[config.mk]
export PLATFORM = sky130hd
export DESIGN_NAME = tex_coord_norm
export DESIGN_NICKNAME = d
export VERILOG_FILES = /design/src/rtl/tex_coord_norm.sv
export SDC_FILE = /design/constraint.sdc
export NUM_CORES = 1
export LEC_CHECK = 0
export ABC_AREA = 1
export ABC_CLOCK_PERIOD_IN_PS = 4600
export CAP_MARGIN = 20
export CORE_MARGIN = 2
export CORE_UTILIZATION = 50
export CTS_BUF_LIST = sky130_fd_sc_hd__clkbuf_8 sky130_fd_sc_hd__clkbuf_16
export DETAILED_ROUTE_END_ITERATION = 10
export PLACE_DENSITY = 0.78
export SLEW_MARGIN = 20
export SYNTH_ARGS = -nofsm -noshare
export SYNTH_HDL_FRONTEND = slang
export SYNTH_SLANG_ARGS = --single-unit
[constraint.sdc]
create_clock -name clk -period 4.6 [get_ports clk]
set_input_delay 1.15 -clock clk [delete_from_list [all_inputs] [get_ports clk]]
set_output_delay 1.15 -clock clk [all_outputs]
set_load 0.05 [all_outputs]
[src/rtl/tex_coord_norm.sv]
// rtl/tex_coord_norm.sv - span sequencer emitting signed 16.16 normalized texture coordinates
// Accepts a span request and streams one coordinate per cycle; outputs derive only from registers.
module tex_coord_norm (
  input  logic        clk,
  input  logic        rst,
  input  logic        req_valid,
  output logic        req_ready,
  input  logic [15:0] req_start,
  input  logic [15:0] req_step,
  input  logic [15:0] req_count,
  input  logic [3:0]  req_lengthExp,
  input  logic        req_centre,
  output logic        out_valid,
  input  logic        out_ready,
  output logic [31:0] out_coord,
  output logic        out_last
);

  typedef enum logic {IDLE, RUN} stateType;

  stateType    state;
  logic [15:0] idx;
  logic [15:0] stepReg;
  logic [15:0] remaining;
  logic [3:0]  expReg;
  logic        centreReg;

  always_ff @(posedge clk) begin
    if (rst) begin
      state     <= IDLE;
      idx       <= 16'd0;
      stepReg   <= 16'd0;
      remaining <= 16'd0;
      expReg    <= 4'd0;
      centreReg <= 1'b0;
    end else begin
      case (state)
        IDLE: begin
          // An empty span is consumed without disturbing the held output registers.
          if (req_valid && req_count != 16'd0) begin
            idx       <= req_start;
            stepReg   <= req_step;
            remaining <= req_count;
            expReg    <= req_lengthExp;
            centreReg <= req_centre;
            state     <= RUN;
          end
        end
        RUN: begin
          if (out_ready) begin
            if (remaining == 16'd1) begin
              state <= IDLE;
            end else begin
              idx       <= idx + stepReg;
              remaining <= remaining - 16'd1;
            end
          end
        end
        default: state <= IDLE;
      endcase
    end
  end

  logic [4:0]  shiftAmt;
  logic [31:0] idxExt;
  logic [31:0] halfTexel;

  // Shift spans 1..16 so the half-texel bit always lands below the integer texel bits.
  assign shiftAmt  = 5'd16 - {1'b0, expReg};
  assign idxExt    = {{16{idx[15]}}, idx};
  assign halfTexel = centreReg ? (32'd1 << (4'd15 - expReg)) : 32'd0;

  assign out_coord = (idxExt << shiftAmt) + halfTexel;
  assign out_last  = (remaining == 16'd1);
  assign out_valid = (state == RUN);
  assign req_ready = (state == IDLE) && !rst;

endmodule
Yosys cells after proc, flatten, opt, wreduce, memory -nomap -nowiden:

Index checks and enable logic that the tools add are counted.

* output and inout bits: 35
* flip-flop bits (word level): 54

* multiplexer cells: 13
* shift operators: 2
* reductions and logical operators: 6
* bitwise operators: 1
* $add $sub $neg: 5
* eq/ne operators: 4

Operators by type and width (count)
* 16-bit two-way mux: 6
* 16-bit one-hot mux with 2 select lines: 2
* 32-bit adder: 1
* 32-bit two-way mux: 1
* 1-bit by 4-bit << shifter with 32-bit output (first input constant): 1
* 32-bit by 5-bit << shifter with 32-bit output: 1
* 16-bit adder: 1
* 16-bit by 1-bit == test with 1-bit output (second input constant): 1
* 16-bit nonzero test: 1
* 16-bit by 1-bit subtractor with 16-bit output (second input constant): 1
* 2-bit inequality test (second input constant): 3
* 5-bit by 4-bit subtractor with 5-bit output (first input constant): 1
* 4-bit subtractor (first input constant): 1
* 1-bit two-way mux: 3
* 3-bit AND reduction: 1
* 1-bit logical AND: 2
* 1-bit one-hot mux with 2 select lines: 1
* 2-bit AND reduction: 1
* 1-bit logical NOT: 1
* 1-bit inverter: 1

Depth between registers and ports, before layout:

* depth in word-level cells: 4
* gate-level depth with buffers: 27
* mapped depth without buffers: 23

Worst setup path after synthesis:

Ideal clock, no wire load.

* path kind: register -> output
* start point: register expReg[0]
* end point: output out_coord[24]
* data required time: 3.450 ns
* arrival: 4.206 ns
* setup slack: -0.756 ns
* cell stages (with the launch flop): 23
* cell sequence: dfxtp_1 > buf_6 > inv_8 > buf_8 > ha_1 > nand3_1 > inv_2 > buf_2 > buf_2 > buf_1 > nor2_1 > ha_1 > fa_1 > nand2_1 > nand2_1 > o21ai_0 > o21ai_0 > nand2_1 > nand2_1 > a21oi_1 > nor2_2 > nand2_2 > xor2_1

* cells in the longest elaborated chain, start to end: 4
* elaborated cells between the ends (all ways): 6
* classes of those cells: 3 x add/sub; 2 x shift; 1 x mux

Ends and longest elaborated chain
* start, declared: RTL line 25 `logic [3:0] expReg;`
* start signal, assigned: RTL line 44 `expReg <= req_lengthExp;`
* branches (longest 3 deep; another with 5-bit by 4-bit subtractor with 5-bit output)
* 32-bit adder *: RTL line 73 `assign out_coord = (idxExt << shiftAmt) + halfTexel;`
* end, declared: RTL line 15 `output logic [31:0] out_coord,`

Every way passes the cells marked *.

Final worst setup path:

* start point: register expReg[1]
* end point: output out_coord[17]

The elaborated chain is that of the path after synthesis.

==> qor.csv <==
metric,value,unit
drt_iter0_drc,427,
fillCellCount,938,
syn_avg_cell_area,5.95,sq um
htreeDepth,2,
critPathArrivalTime,3.54,ns
synth_seq_cells,54,
syn-num-nets,1077,
fin_nets,1201,
grt_pass1_wl,27600,um
wl_per_cell,13.9,um
maxCapViolations,0,
vias_per_cell,5.59,
clockRootBuffer,clkbuf_16,
multi_input_area,0.00478,sq mm
leakage,3.83,nW
synth_edf_count,0,
grt_pass1_vias,6151,
cp_data_required_time,3.45,ns
ys_types,45,
ioPinCount,92,
worstSkewPairLatency,0.29,ns
layout-drive-gt1-share,0.207,
finalHoldViolCount,0,
grt_setup_unrepaired,true,
totalWireLength,17400,um
final_util,0.729,
dp_slack,0.00679,ns
num_rows,39,
drv_slew,0,
violations,setup timing,
fin_crit_sh,1.02,
gp_congestion,0.956,
outcome,finished with violations,
final.setup.worst_slack,-0.0850,ns
worst_pin_slew,0.952,ns
dieHeight,112,um
setup_viol,11,
yosys_warnings,0,
netlist_instances,979,
path_clk_slew,0.07,ns
critical_path.max_fanout,8,
grt_max_degree,44,
die_w,112,um
worstSetupPathType,reg -> out,
coreArea,0.0114,sq mm
dp.final_hpwl,12900,um
cp-end-kind,primary output,
p_total,2.77,mW
ir_drop,0.264,mV
seq_area,0.00109,sq mm
async_flop_share,0,
holdCritPathClass,reg -> reg,
port_buffers,91,
areaGrowthSynthToFinish,42.9,%
drc,0,
start_util,0.510,
numPlacedInstances,1208,
timing.slew.headroom,0.365,
grt-ovfl-total,0,
fin_crit,4.69,ns
timing.hold.ws,0.489,ns
start_kind,flip-flop,
drt-pass1-iter-count,5,
cts_tree,built,
final_antenna_net_count,0,
ys_seq_area_frac,0.186,
antenna_found_initial,0,
numClockSinks,54,
fin_skew,0.00399,ns
ys.flop_type,dfxtp_1,
clock_path_buffers,2,
n_antenna_cell,0,
dieArea,0.0125,sq mm
power_per_cell_area,332,mW/mm^2
syn_area,0.00583,sq mm
vias,6969,
grt_util_all_layers,0.259,
fmax,0.213,GHz
stdcell_count,1247,
cts_inserted_buffers,5,
[synthesized netlist by cell type (4+ instances only)]
master / instances / area share
buf_4: 4 / 0.0052
o21ai_1: 5 / 0.0043
a31oi_1: 11 / 0.012
nor2_2: 6 / 0.0064
nor4_1: 4 / 0.0043
nand2_1: 269 / 0.17
o211ai_1: 7 / 0.0090
nor3_1: 8 / 0.0069
inv_1: 62 / 0.040
o21ai_0: 79 / 0.068
clkbuf_1: 19 / 0.012
xnor2_1: 9 / 0.014
nand3_1: 108 / 0.093
a21oi_1: 72 / 0.062
buf_2: 8 / 0.0069
xor2_1: 26 / 0.039
or2_2: 4 / 0.0043
nand2_2: 10 / 0.011
inv_2: 7 / 0.0045
nor2_1: 115 / 0.074
o21bai_1: 4 / 0.0052
ha_1: 39 / 0.084
a211oi_1: 6 / 0.0077
dfxtp_1: 54 / 0.19
nand4_1: 12 / 0.013
buf_6: 6 / 0.012
[per-stage QoR]
step	TNS [ns]	instance area, sq um
finish	-0.448	8330
global route	-3.13	8330
CTS	-0.00122	7880
detailed placement	0	7500
global placement	0	7500
floorplan	-0.434	6080
[layout by cell type (no fill, tap or decap), drive strengths merged, types with 6 or more instances in the layout]
master	instances
a211oi	6
a21oi	72
a31oi	11
buf	99
clkbuf	6
clkdlybuf4s50	59
dfxtp	54
ha	39
inv	72
nand2	280
nand3	110
nand4	13
nor2	122
nor3	9
o211ai	7
o21ai	85
xnor2	9
xor2	26
[final cells by class]
cell class                      instances  area share
Multi-Input combinational cell        812       0.574
Tap cell                              143      0.0215
Sequential cell                        54       0.131
Timing Repair Buffer                  159       0.220
Inverter                               71      0.0338
Clock inverter                          3     0.00451
Clock buffer                            5      0.0150
[worst paths after layout]
check | from | endpoint | slack [ns] | cells after the start
worst max-delay path | expReg[1]$_SDFFE_PP0P_ | out_coord[17] | -0.09 | 21
worst min-delay path | stepReg[11]$_SDFFE_PP0P_ | stepReg[11]$_SDFFE_PP0P_ | 0.49 | 2
worst max register to register | idx[0]$_SDFFE_PP0P_ | idx[14]$_SDFFE_PP0P_ | 2.11 | 14
worst min register to register | stepReg[11]$_SDFFE_PP0P_ | stepReg[11]$_SDFFE_PP0P_ | 0.49 | 2
[worst max-delay path, stage by stage (launching register included)]
cell       delay (ns)
dfxtp_2          0.35
inv_2            0.06
ha_4             0.16
ha_4             0.32
inv_4            0.06
clkbuf_16        0.16
nand3_2          0.09
nand3_2          0.10
nand2_2          0.10
nor2_2           0.04
ha_1             0.30
buf_4            0.15
a21oi_1          0.18
o21ai_1          0.11
a21oi_2          0.14
nand2_2          0.08
nand4_1          0.14
nand2_2          0.12
buf_6            0.14
buf_4            0.14
xor2_4           0.15
buf_12           0.16
[timing repair]
action,in CTS,in global routing
resized for setup,24,68
endpoints found under the hold margin,0,0
cloned,0,1
pin swaps,18,35
hold buffers,0,0
endpoints found under the setup margin,19,20
setup buffers,15,14
[kinds of logic (layout without fill, tap and decap cells)]
family                   after synthesis  after routing  synth area share
buffers and inverters                113            238            0.0913
adder cells (fa/ha/maj)               41             41            0.0906
AO/OA/AOI/OAI                        191            191             0.177
XOR/XNOR                              35             35            0.0526
AND/OR/NAND/NOR                      545            545             0.403
flip-flops                            54             54             0.186
[routing by layer]
layer  GRT usage  share of wire  vias up  wire length [um]
met2       0.454           0.48      269              8380
met4      0.0992          0.041        0               718
met3      0.0283          0.046       70               800
li1            -              -     3500                 -
met5           0              0        -                 0
met1       0.328           0.43     3130              7480
[registers in the layout, indices dropped and copies added, names as in the netlist]
| name | count |
|---|---|
| remaining | 16 |
| out_valid | 1 |
| stepReg | 16 |
| idx | 16 |
| centreReg | 1 |
| expReg | 4 |
[power breakdown]
group / switching (mW) / internal (mW) / leakage, nW
clock: 0.169 / 0.253 / 0.0864
sequential: 0.0416 / 0.512 / 0.449
combinational: 1.04 / 0.754 / 3.30
Power figures use the tool's default switching activity.
